`src/rtl/serial_operand_loader.sv`:
```
// Serial-to-parallel operand loader around an external combinational adder:
// shifts A then B in MSB first, captures {carry, sum} and offers it on a valid/ready handshake.
module serial_operand_loader #(
   parameter int unsigned WIDTH = 4
) (
   input  logic             clk,
   input  logic             rst,
   input  logic             start,
   input  logic             ser_in,
   output logic [WIDTH-1:0] a_out,
   output logic [WIDTH-1:0] b_out,
   input  logic [WIDTH-1:0] sum_in,
   input  logic             carry_in,
   output logic [WIDTH:0]   result,
   output logic             result_valid,
   input  logic             result_ready,
   output logic             busy
);

   localparam int unsigned CNT_W = (WIDTH > 1) ? $clog2(WIDTH) : 1;
   localparam logic [CNT_W-1:0] LAST_BIT = CNT_W'(WIDTH - 1);

   typedef enum logic [2:0] {
      IDLE    = 3'd0,
      LOAD_A  = 3'd1,
      LOAD_B  = 3'd2,
      CAPTURE = 3'd3,
      HOLD    = 3'd4
   } state_t;

   state_t           state_q, state_d;
   logic [WIDTH-1:0] a_q, a_d;
   logic [WIDTH-1:0] b_q, b_d;
   logic [CNT_W-1:0] cnt_q, cnt_d;
   logic [WIDTH:0]   result_q, result_d;
   logic             valid_q, valid_d;
   logic             busy_q, busy_d;

   // State and datapath registers
   always_ff @(posedge clk or posedge rst) begin
      if (rst) begin
         state_q  <= IDLE;
         a_q      <= '0;
         b_q      <= '0;
         cnt_q    <= '0;
         result_q <= '0;
         valid_q  <= 1'b0;
         busy_q   <= 1'b0;
      end else begin
         state_q  <= state_d;
         a_q      <= a_d;
         b_q      <= b_d;
         cnt_q    <= cnt_d;
         result_q <= result_d;
         valid_q  <= valid_d;
         busy_q   <= busy_d;
      end
   end

   // Next-state and datapath update
   always_comb begin
      state_d  = state_q;
      a_d      = a_q;
      b_d      = b_q;
      cnt_d    = cnt_q;
      result_d = result_q;
      valid_d  = valid_q;

      case (state_q)
         IDLE: begin
            if (start) begin
               state_d = LOAD_A;
               cnt_d   = '0;
            end
         end
         LOAD_A: begin
            a_d   = {a_q[WIDTH-2:0], ser_in};
            cnt_d = cnt_q + CNT_W'(1);
            if (cnt_q == LAST_BIT) begin
               state_d = LOAD_B;
               cnt_d   = '0;
            end
         end
         LOAD_B: begin
            b_d   = {b_q[WIDTH-2:0], ser_in};
            cnt_d = cnt_q + CNT_W'(1);
            if (cnt_q == LAST_BIT) begin
               state_d = CAPTURE;
               cnt_d   = '0;
            end
         end
         CAPTURE: begin
            // Operands have been stable for a full cycle, so the adder output has settled.
            result_d = {carry_in, sum_in};
            valid_d  = 1'b1;
            state_d  = HOLD;
         end
         HOLD: begin
            if (result_ready) begin
               valid_d = 1'b0;
               if (start) begin
                  state_d = LOAD_A;
                  cnt_d   = '0;
               end else begin
                  state_d = IDLE;
               end
            end
         end
         default: state_d = IDLE;
      endcase

      busy_d = (state_d != IDLE);
   end

   assign a_out        = a_q;
   assign b_out        = b_q;
   assign result       = result_q;
   assign result_valid = valid_q;
   assign busy         = busy_q;

endmodule
```
`config.mk`:
```
export PLATFORM = sky130hd
export DESIGN_NAME = serial_operand_loader
export DESIGN_NICKNAME = d
export VERILOG_FILES = /design/src/rtl/serial_operand_loader.sv
export SDC_FILE = /design/constraint.sdc
export NUM_CORES = 1
export LEC_CHECK = 0
export ABC_AREA = 1
export BUFFER_PORTS_ARGS = -buffer_cell sky130_fd_sc_hd__buf_2
export CAP_MARGIN = 30
export CORE_MARGIN = 2
export CORE_UTILIZATION = 52
export CTS_BUF_LIST = sky130_fd_sc_hd__clkbuf_8
export DETAILED_ROUTE_END_ITERATION = 7
export PLACE_DENSITY = 0.78
export SLEW_MARGIN = 20
export SYNTH_ARGS = -nofsm -noshare
export SYNTH_HDL_FRONTEND = slang
export SYNTH_SLANG_ARGS = --single-unit
```
`constraint.sdc`:
```
create_clock -name clk -period 1.3 [get_ports clk]
set_input_delay 0.195 -clock clk [delete_from_list [all_inputs] [get_ports clk]]
set_output_delay 0.195 -clock clk [all_outputs]
set_load 0.03 [all_outputs]
```
## Word level (Yosys, flattened, before mapping)

Index checks and enable logic that the tools add are counted.

- $add $sub $neg: 1
- Equality and inequality tests: 6
- Mux-type cells: 12
- Reductions and logical operators: 7

Operators with widths:

| cell | number |
|---|---|
| one-hot mux 3 bit (5 select lines) | 1 |
| two-way mux 3 bit | 4 |
| == test 3 x 2 -> 1 bit (second input constant) | 2 |
| two-way mux 2 bit | 3 |
| one-hot mux 2 bit (3 select lines) | 1 |
| nonzero test 3 bit | 2 |
| AND reduction 2 bit | 2 |
| == test 3 x 1 -> 1 bit (second input constant) | 1 |
| == test 3 bit (second input constant) | 1 |
| zero test 3 bit | 1 |
| adder 2 x 1 -> 2 bit (second input constant) | 1 |
| == test 2 bit (second input constant) | 1 |
| two-way mux 1 bit | 2 |
| inequality test 2 bit (second input constant) | 1 |
| one-hot mux 1 bit (2 select lines) | 1 |
| nonzero test 2 bit | 1 |
| OR reduction 2 bit | 1 |

- Register bits: 20
- Output and inout bits: 15
- Logic and storage cells: 33

## Logic depth before layout (Yosys ltp)

Gate-level depths: netlist of run 1.

- Depth after elaboration: 4
- Mapped depth: 7

## Worst setup path before layout of run 1

Ideal clock, no wire load.

- Path type: reg-to-reg
- Start: register state_q[1]
- End: register busy_q (netlist: busy)
- Setup time: 0.126 ns
- Arrival time: 0.885 ns
- Required time: 1.174 ns
- Slack: 0.290 ns
- Stages on the path, launching flop included: 7
- Cell sequence: dfrtp_1 nor2_2 nand2_1 inv_2 nand2_2 nand2_2 nand3_1

- Longest elaborated chain between the ends: 3
- Elaborated cells on any way between the ends: 11
- Those cells by class: 4 x eq/ne; 5 x mux; 2 x reduce/logical

RTL lines:

| item | RTL line | text |
|---|---|---|
| start: declaration | 31 | `state_t state_q, state_d;` |
| start signal: assignment | 50 | `state_q <= state_d;` |
| == test 3 bit (tied with other cells) | 69 | `case (state_q)` |
| one-hot mux 3 bit (5 select lines) * | 69 |  |
| nonzero test 3 bit * | 112 | `busy_d = (state_d != IDLE);` |
| net busy_d | 37 | `logic busy_q, busy_d;` |
| end signal: assignment | 56 | `busy_q <= busy_d;` |
| end: declaration | 37 |  |

Mark *: on every way through the listed nets, which the timed path passes. The rest lies on a longest branch.
A chain may end at the register's enable or synchronous reset.

## Worst setup path in the final report of run 1

Ends and elaborated chain as after synthesis.

==> qor.csv, run 1 <==
stage,metric,value,unit
grt,antenna_found_initial,0,
worst_setup_path,required,1.44,ns
sta,finalSetupTns,0,ns
worst_setup_path,crit_path_top_delay_cell,dfrtp_1,
sta,fin_skew,0.00253,ns
worst_setup_path,start_kind,register,
detailed_routing,post_drt_wl_per_cell,11.1,um
die,start_util,56.7,%
sta,rsz0062_at_grt,no,
pwr,power.leakage,0.608,nW
final_layout,nets,136,
sta,worst_pin_slew,0.303,ns
sta,setup_violations,0,
placed_design,gpl.final_weighted_congestion,0.796,
die,die_h,45.0,um
grt,grt_pass1_vias,646,
final_layout,drive_above_1_share,34.7,%
placed_design,placedCellCount,135,
worst_setup_path,cp_common_cell,nand2_2,
die,io-pin-count,25,
status,status,"finished, final reports clean",
final_layout,areaGrowthSynthToFinish,24.9,%
die,rows,14,
worst_setup_path,path_class,reg2reg,
detailed_routing,detail-route-antenna-nets,0,
job,cap_violations,0,
grt,track_usage,19.0,%
clock_network,cts.clk_slew.worst_paths,0.08,ns
worst_setup_path,arrival,1.32,ns
final_layout,antennaDiodeCount,0,
detailed_routing,drt_wl_total,1560,um
worst_setup_path,path_cells,nor2_2 > nand2_1 > inv_2 > nand2_2 > nand2_2 > nand3_1,
grt,grt_pass1_wl,2670,um
sta,timing.final.crit_period,1.18,ns
logic_synthesis,synth.net_count,107,
placed_design,port-buffer-count,24,
clock_network,root_buffer,clkbuf_8,
pwr,powerDensity,2900,nW/um^2
sta,maxSlewViolCount,0,
logic_synthesis,synth.ff_latch_count,20,
clock_network,tritoncts,yes,
die,core,1540,um^2
placed_design,post_dp_cell_area,1000,um^2
sta,slew_headroom,79.8,%
grt,overflow,0,
logic_synthesis,syn_inst,96,
clock_network,clk_latency,0.26,ns
detailed_routing,drtIter0Drc,9,
sta,max_freq,0.844,GHz
worst_setup_path,cpPeakStageDelay,0.47,ns
final_layout,instances_no_fill,140,
sta,finalCritPeriodShare,91.1,%
logic_synthesis,seq_area_frac_synth,57.3,%
final_layout,final_common_cell,nand2_1,
pwr,vdd_drop_max,0.00176,V
clock_network,cts_sinks,20,
logic_synthesis,ys_warn_count,0,
clock_network,clockBufferDepth,2,
worst_setup_path,crit_family,simple AND/OR/NAND/NOR gates,
logic_synthesis,syn_avg_cell_area,9.10,um^2
worst_setup_path,critPathCaptureType,register,
detailed_routing,firstDrtPassIters,4,
sta,hold_viol_final,0,
detailed_routing,vias,693,
placed_design,place_hpwl,1070,um
clock_network,h-tree-depth,1,
worst_setup_path,crit_buf_inv,1,
detailed_routing,post_drt_via_cell_ratio,4.95,
sta,holdWs,0.153,ns
detailed_routing,drc,0,
worst_setup_path,critPathMaxFanout,5,
hold_path,hold_class,in2reg,
clock_network,cts_made_buffers,3,
logic_synthesis,synth_cell_types,16,
final_layout,stdcell_area,1090,um^2
die,die-area,2020,um^2
die,die_width,45.0,um
grt,grt_max_degree,21,
logic_synthesis,synth_area,873,um^2
final_layout,mostFrequentLayoutCells,"nand2_1, buf_2, dfrtp_1",
-- logic make-up (layout without fill, tap and decap cells) --
group	count (synthesis)	in the layout	synth area share, %
AND/OR/NAND/NOR	44	44	22.3
flip-flops	20	20	57.3
AO/OA/AOI/OAI	15	15	10.7
adder cells (fa/ha/maj)	1	1	1.43
buffers and inverters	16	44	8.17
-- per-layer routing --
metal	GRT usage, %	vias up	wire length, um
met3	4.80	5	54
met2	29.4	16	740
li1	-	351	-
met1	24.3	321	729
met4	10.6	0	33
met5	0	-	0
-- stage by stage --
stage	utilization, %	worst slack, ns	power (mW)
floorplan	-	0.290	2.19
global placement	65.0	0.176	2.49
detailed placement	65.0	0.148	2.53
CTS	70.3	0.103	3.17
global route	70.8	0.0444	3.41
finish	70.8	0.116	3.17
-- registers in the layout (all words and copies together) (netlist names) --
| name | count |
|---|---|
| cnt_q | 2 |
| result_valid | 1 |
| b_out | 4 |
| result | 5 |
| state_q | 3 |
| busy | 1 |
| a_out | 4 |
-- worst paths after layout --
path,slack [ns],endpoint,startpoint,cells after the start
setup / recovery,0.12,busy$_DFF_PP0_,state_q[1]$_DFF_PP0_,6
hold / removal,0.15,a_out[0]$_DFFE_PP0P_,ser_in,3
hold reg to reg,0.48,result[0]$_DFFE_PP0P_,result[0]$_DFFE_PP0P_,2
min in group asynchronous,0.51,result[0]$_DFFE_PP0P_,rst,4
setup reg to reg,0.12,busy$_DFF_PP0_,state_q[1]$_DFF_PP0_,6
max in group asynchronous,0.58,result[2]$_DFFE_PP0P_,rst,4
-- worst reg2reg max path: cells and delay by family, from the launching register on --
kind,cells,cell delay [ns]
buf+inv,1,0.07
flops,1,0.47
simple gates,5,0.52
-- timing repair --
item	4_1_cts	5_1_grt
endpoints found under the hold margin	20	0
gates resized for setup	0	1
setup buffers	0	0
hold buffers	1	0
setup endpoints to repair	0	2
-- final cells by class --
cell class                 instances  area, um^2
sequential                        20         500
fill                             123         450
multi-input combinational         60         309
timing repair buffer              26         138
inverter                          14        52.6
clock buffer                       3        41.3
clock inverter                     1        30.0
tap                               16        20.0
-- power breakdown --
group | switching [mW] | internal, mW | leakage [nW] | total (mW)
Combinational | 1.01 | 0.440 | 0.329 | 1.45
Sequential | 0.179 | 0.915 | 0.243 | 1.09
Clock | 0.211 | 0.411 | 0.0357 | 0.622
-- synth_stat cells, drive strengths merged --
cell	instances	area share, %
nand2	32	15
dfrtp	20	57
inv	14	6.0
o21ai	13	9.6
nand3	6	4.6
nor2	6	3.2
a21oi	2	1.1
buf	2	2.1
ha	1	1.4
(Power assumes the default switching activity.)
==> inputs of run 2 (changes only) <==
--- a/config.mk
+++ b/config.mk
@@ -6,13 +6,15 @@
 export NUM_CORES = 1
 export LEC_CHECK = 0
 export ABC_AREA = 1
-export BUFFER_PORTS_ARGS = -buffer_cell sky130_fd_sc_hd__buf_2
 export CAP_MARGIN = 30
 export CORE_MARGIN = 2
-export CORE_UTILIZATION = 52
+export CORE_UTILIZATION = 60
 export CTS_BUF_LIST = sky130_fd_sc_hd__clkbuf_8
 export DETAILED_ROUTE_END_ITERATION = 7
-export PLACE_DENSITY = 0.78
+export DONT_BUFFER_PORTS = 1
+export GPL_TIMING_DRIVEN = 1
+export PLACE_DENSITY = 0.74
+export SKIP_CTS_REPAIR_TIMING = 1
 export SLEW_MARGIN = 20
 export SYNTH_ARGS = -nofsm -noshare
 export SYNTH_HDL_FRONTEND = slang
==> run 2 against run 1 <==
Effect of this change: sequential share of layout area increased by 7.4 points; clock power decreased by 37%; critical path type unchanged; worst hold slack got worse by 0.097 ns; sequential power is 40% higher; setup slack got worse by 0.010 ns; die area fell by 12%; critical endpoint is now cnt_q[1]$_DFFE_PP0P_; non-clock buffer count down 23; design area decreased by 14%; register-to-register slack about the same.
==> qor.csv, run 2 (same netlist as run 1, synthesis figures left out) <==
stage,metric,value,unit
clock_network,clockBufferDepth,2,
grt,grt_pass1_vias,644,
grt,track_usage,20.3,%
worst_setup_path,cp_common_cell,nand2_1,
clock_network,cts.clk_slew.worst_paths,0.07,ns
final_layout,mostFrequentLayoutCells,"nand2_1, dfrtp_1, inv_1",
final_layout,instances_no_fill,115,
die,die-area,1780,um^2
final_layout,register_area,500,um^2
final_layout,final_core_util,70.5,%
final_layout,areaGrowthSynthToFinish,7.59,%
placed_design,port-buffer-count,0,
sta,fin_skew,0.00101,ns
clock_network,tritoncts,yes,
clock_network,cts_sinks,20,
detailed_routing,post_drt_wl_per_cell,13.0,um
sta,worst_pin_slew,0.327,ns
worst_setup_path,arrival,1.34,ns
die,die_h,42.2,um
job,cap_violations,0,
grt,overflow,0,
pwr,vdd_drop_max,0.00145,V
placed_design,post_dp_cell_area,888,um^2
grt,grt_pass1_wl,2670,um
detailed_routing,detail-route-antenna-nets,0,
die,core,1330,um^2
placed_design,placedCellCount,111,
detailed_routing,wl_met2,756,um
final_layout,antennaDiodeCount,0,
sta,finalCritPeriodShare,91.9,%
worst_setup_path,cpPeakStageDelay,0.43,ns
worst_setup_path,crit_family,simple AND/OR/NAND/NOR gates,
pwr,power.leakage,0.500,nW
placed_design,gpl.final_weighted_congestion,0.728,
final_layout,nets,113,
detailed_routing,wl_met1,644,um
worst_setup_path,crit_path_top_delay_cell,dfrtp_1,
sta,maxSlewViolCount,0,
worst_setup_path,reg2reg_from,state_q[0]$_DFF_PP0_,
final_layout,multiInputGateArea,302,um^2
final_layout,drive_above_1_share,19.0,%
sta,hold_viol_final,0,
detailed_routing,top_layer,met4,
final_layout,fillerInstances,108,
sta,max_freq,0.837,GHz
die,rows,13,
worst_setup_path,setup.worst_path.start,state_q[0]$_DFF_PP0_,
clock_network,root_buffer,clkbuf_8,
hold_path,hold_class,in2reg,
detailed_routing,firstDrtPassIters,4,
grt,grt_max_degree,21,
pwr,total_power,2.73,mW
detailed_routing,vias,599,
worst_setup_path,path_class,reg2reg,
worst_setup_path,crit_buf_inv,1,
worst_setup_path,crit_cells,6,
sta,rsz0062_at_grt,yes,
worst_setup_path,endpoint,cnt_q[1]$_DFFE_PP0P_,
clock_network,cts_made_buffers,3,
worst_setup_path,critPathCaptureType,register,
sta,timing.final.crit_period,1.19,ns
worst_setup_path,required,1.44,ns
worst_setup_path,start_kind,register,
status,status,"finished, final reports clean",
sta,slew_headroom,78.2,%
sta,setup_violations,0,
detailed_routing,drtIter0Drc,10,
detailed_routing,post_drt_via_cell_ratio,5.21,
detailed_routing,route.met3.wl,82,um
die,start_util,65.5,%
final_layout,stdcell_area,940,um^2
die,io-pin-count,25,
worst_setup_path,r2r_slack,0.11,ns
worst_setup_path,timing.rr.end,cnt_q[1]$_DFFE_PP0P_,
detailed_routing,drc,0,
clock_network,clk_latency,0.25,ns
worst_setup_path,rr_worst_depth,6,
worst_setup_path,critPathMaxFanout,12,
placed_design,place_hpwl,1070,um
final_layout,largest_reg_flops,5,
detailed_routing,drt_wl_total,1500,um
worst_setup_path,path_cells,inv_1 > nand3_2 > nand3_1 > nand2_2 > nand2_1 > nand2_1,
final_layout,final_common_cell,nand2_1,
clock_network,h-tree-depth,1,
grt,antenna_found_initial,0,
die,die_width,42.2,um
pwr,powerDensity,2910,nW/um^2
[run 2: changes by cell type in the layout (fill, tap and decap cells not counted)]
cell       previous run  this run
bufinv_16             1         0
nand3_2               1         2
buf_4                 1         2
buf_2                24         0
nand3_4               1         0
[run 2: final cells by class]
cell class                      instances  share of cell area [%]
Clock buffer                            3                    4.39
Inverter                               14                    5.59
Multi-Input combinational cell         60                    32.1
Sequential cell                        20                    53.3
Tap cell                               15                    2.00
Timing Repair Buffer                    3                    2.66
[run 2: where the power goes]
part	internal, mW	switching (mW)
clock network	0.206	0.184
registers	0.911	0.622
logic	0.299	0.511
total	1.42	1.32
[run 2: worst min-delay path by stage]
stage | from | endpoint | slack, ns | cells after the start
global placement | rst | result[2]$_DFFE_PP0P_ | 0.12 | 2
finish | ser_in | a_out[0]$_DFFE_PP0P_ | 0.06 | 2
CTS | rst | b_out[3]$_DFFE_PP0P_ | -0.14 | 2
floorplan | rst | a_out[0]$_DFFE_PP0P_ | 0.16 | 1
global route | ser_in | a_out[0]$_DFFE_PP0P_ | 0.06 | 2
detailed placement | rst | result[2]$_DFFE_PP0P_ | 0.13 | 2
[run 2: through the flow]
| stage | setup slack [ns] | hold WS [ns] | setup TNS (ns) |
|---|---|---|---|
| floorplan | 0.290 | 0.159 | 0 |
| global placement | 0.156 | 0.123 | 0 |
| detailed placement | 0.105 | 0.128 | 0 |
| CTS | 0.0846 | -0.145 | 0 |
| global route | -0.0234 | 0.0589 | -0.0350 |
| finish | 0.106 | 0.0553 | 0 |
[run 2: metal layers]
| layer | vias to the layer above | track usage, % |
|---|---|---|
| met5 | - | 0 |
| met4 | 0 | 8.75 |
| met1 | 276 | 24.4 |
| met3 | 2 | 8.19 |
| met2 | 19 | 32.2 |
| li1 | 302 | - |
==> inputs of run 3 (changes only) <==
==> constraint.sdc (replaced) <==
create_clock -name clk -period 1.5 [get_ports clk]
set_input_delay 0.225 -clock clk [delete_from_list [all_inputs] [get_ports clk]]
set_output_delay 0.225 -clock clk [all_outputs]
set_load 0.03 [all_outputs]
==> run 3 against run 2 <==
Effect of this change: clock skew up 0.0029 ns; sequential cell count unchanged; largest cell class unchanged; die area unchanged; design area down 0.80%; sequential power down 11%; critical path depth unchanged; count of clock-buffer cells in the layout unchanged; core utilization down 0.56 points; clock power down 13%; maximum frequency up 1.6%; critical path type unchanged; sequential share of layout area up 0.43 points; register-to-register slack better by 0.22 ns.
==> qor.csv, run 3 (same netlist as run 1, synthesis figures left out) <==
stage,metric,value,unit
clock_network,h-tree-depth,1,
sta,maxSlewViolCount,0,
placed_design,port-buffer-count,0,
worst_setup_path,crit_path_top_delay_cell,dfrtp_1,
worst_setup_path,r2r_slack,0.32,ns
pwr,power.leakage,0.495,nW
final_layout,largest_reg_flops,5,
grt,grt_max_degree,21,
sta,holdWs,0.0800,ns
grt,antenna_found_initial,0,
clock_network,clockBufferDepth,2,
grt,track_usage,19.9,%
die,io-pin-count,25,
detailed_routing,firstDrtPassIters,4,
grt,grt_pass1_vias,629,
clock_network,cts_made_buffers,3,
final_layout,fillerInstances,109,
die,core,1330,um^2
worst_setup_path,path_cells,inv_1 > nand3_2 > nand3_1 > nand2_2 > nand2_1 > nand2_1,
sta,timing.final.crit_period,1.18,ns
pwr,powerDensity,2530,nW/um^2
worst_setup_path,arrival,1.33,ns
placed_design,gpl.final_weighted_congestion,0.727,
final_layout,final_common_cell,nand2_1,
final_layout,multiInputGateArea,302,um^2
sta,fin_skew,0.00394,ns
pwr,vdd_drop_max,0.00150,V
clock_network,cts_sinks,20,
worst_setup_path,cpPeakStageDelay,0.43,ns
sta,rsz0062_at_grt,no,
clock_network,tritoncts,yes,
worst_setup_path,cp_common_cell,nand2_1,
placed_design,place_hpwl,1070,um
sta,slew_headroom,77.8,%
sta,worst_pin_slew,0.333,ns
final_layout,stdcell_area,932,um^2
final_layout,mostFrequentLayoutCells,"nand2_1, dfrtp_1, inv_1",
sta,finalSetupTns,0,ns
worst_setup_path,required,1.65,ns
detailed_routing,drt_wl_total,1470,um
clock_network,cts.clk_slew.worst_paths,0.07,ns
sta,setup_violations,0,
detailed_routing,post_drt_wl_per_cell,12.9,um
placed_design,post_dp_cell_area,881,um^2
sta,hold_viol_final,0,
final_layout,register_area,500,um^2
grt,overflow,0,
hold_path,hold_class,in2reg,
die,die_h,42.2,um
clock_network,clk_latency,0.25,ns
detailed_routing,detail-route-antenna-nets,0,
detailed_routing,drtIter0Drc,5,
final_layout,drive_above_1_share,18.2,%
die,start_util,65.5,%
detailed_routing,post_drt_via_cell_ratio,5.46,
grt,grt_pass1_wl,2640,um
die,die-area,1780,um^2
detailed_routing,vias,622,
sta,finalCritPeriodShare,78.4,%
worst_setup_path,critPathMaxFanout,12,
worst_setup_path,path_class,reg2reg,
clock_network,root_buffer,clkbuf_8,
detailed_routing,drc,0,
final_layout,nets,112,
die,die_width,42.2,um
sta,max_freq,0.851,GHz
die,rows,13,
status,status,"finished, final reports clean",
worst_setup_path,start_kind,register,
job,cap_violations,0,
worst_setup_path,critPathCaptureType,register,
final_layout,areaGrowthSynthToFinish,6.73,%
final_layout,antennaDiodeCount,0,
## run 3: final timing paths
kind / from / endpoint / depth (start not counted)
max in group asynchronous: rst / b_out[3]$_DFFE_PP0P_ / 3
min in group asynchronous: rst / state_q[1]$_DFF_PP0_ / 3
setup / recovery: state_q[0]$_DFF_PP0_ / cnt_q[0]$_DFFE_PP0P_ / 6
setup reg to reg: state_q[0]$_DFF_PP0_ / cnt_q[0]$_DFFE_PP0P_ / 6
hold reg to reg: cnt_q[1]$_DFFE_PP0P_ / cnt_q[1]$_DFFE_PP0P_ / 2
hold / removal: ser_in / a_out[0]$_DFFE_PP0P_ / 2
## run 3: metal layers
metal	track usage (%)	up-vias	part of all wire, %
met5	0	-	0
met3	6.47	4	4.9
met2	30.9	20	49
met1	26.2	296	44
li1	-	302	-
met4	7.50	0	2.2
## run 3: area by class of cell
| class | instances | area share (%) |
|---|---|---|
| Sequential cell | 20 | 53.7 |
| Multi-Input combinational cell | 60 | 32.3 |
| Inverter | 14 | 5.64 |
| Clock buffer | 3 | 4.43 |
| Tap cell | 15 | 2.01 |
| Timing Repair Buffer | 2 | 1.88 |
## run 3: power by group
group	internal, mW	leakage, nW	switching [mW]	total [mW]
logic	0.241	0.230	0.417	0.659
registers	0.789	0.243	0.570	1.36
clock network	0.179	0.0216	0.162	0.341
total	1.21	0.495	1.15	2.36
## run 3: critical path, delay by kind of cell, from the launching register on
family        cells  cell delay (ns)
simple gates      5             0.53
buf+inv           1             0.11
flops             1             0.43
## run 3: stage by stage
step	power (mW)	util [%]	setup slack, ns	std cells
6_report	2.36	69.9	0.324	114
5_1_grt	2.53	69.9	0.167	114
4_1_cts	2.37	69.1	0.311	113
3_5_place_dp	2.03	66.0	0.318	110
3_3_place_gp	1.98	66.0	0.353	110
2_1_floorplan	1.90	-	0.490	96
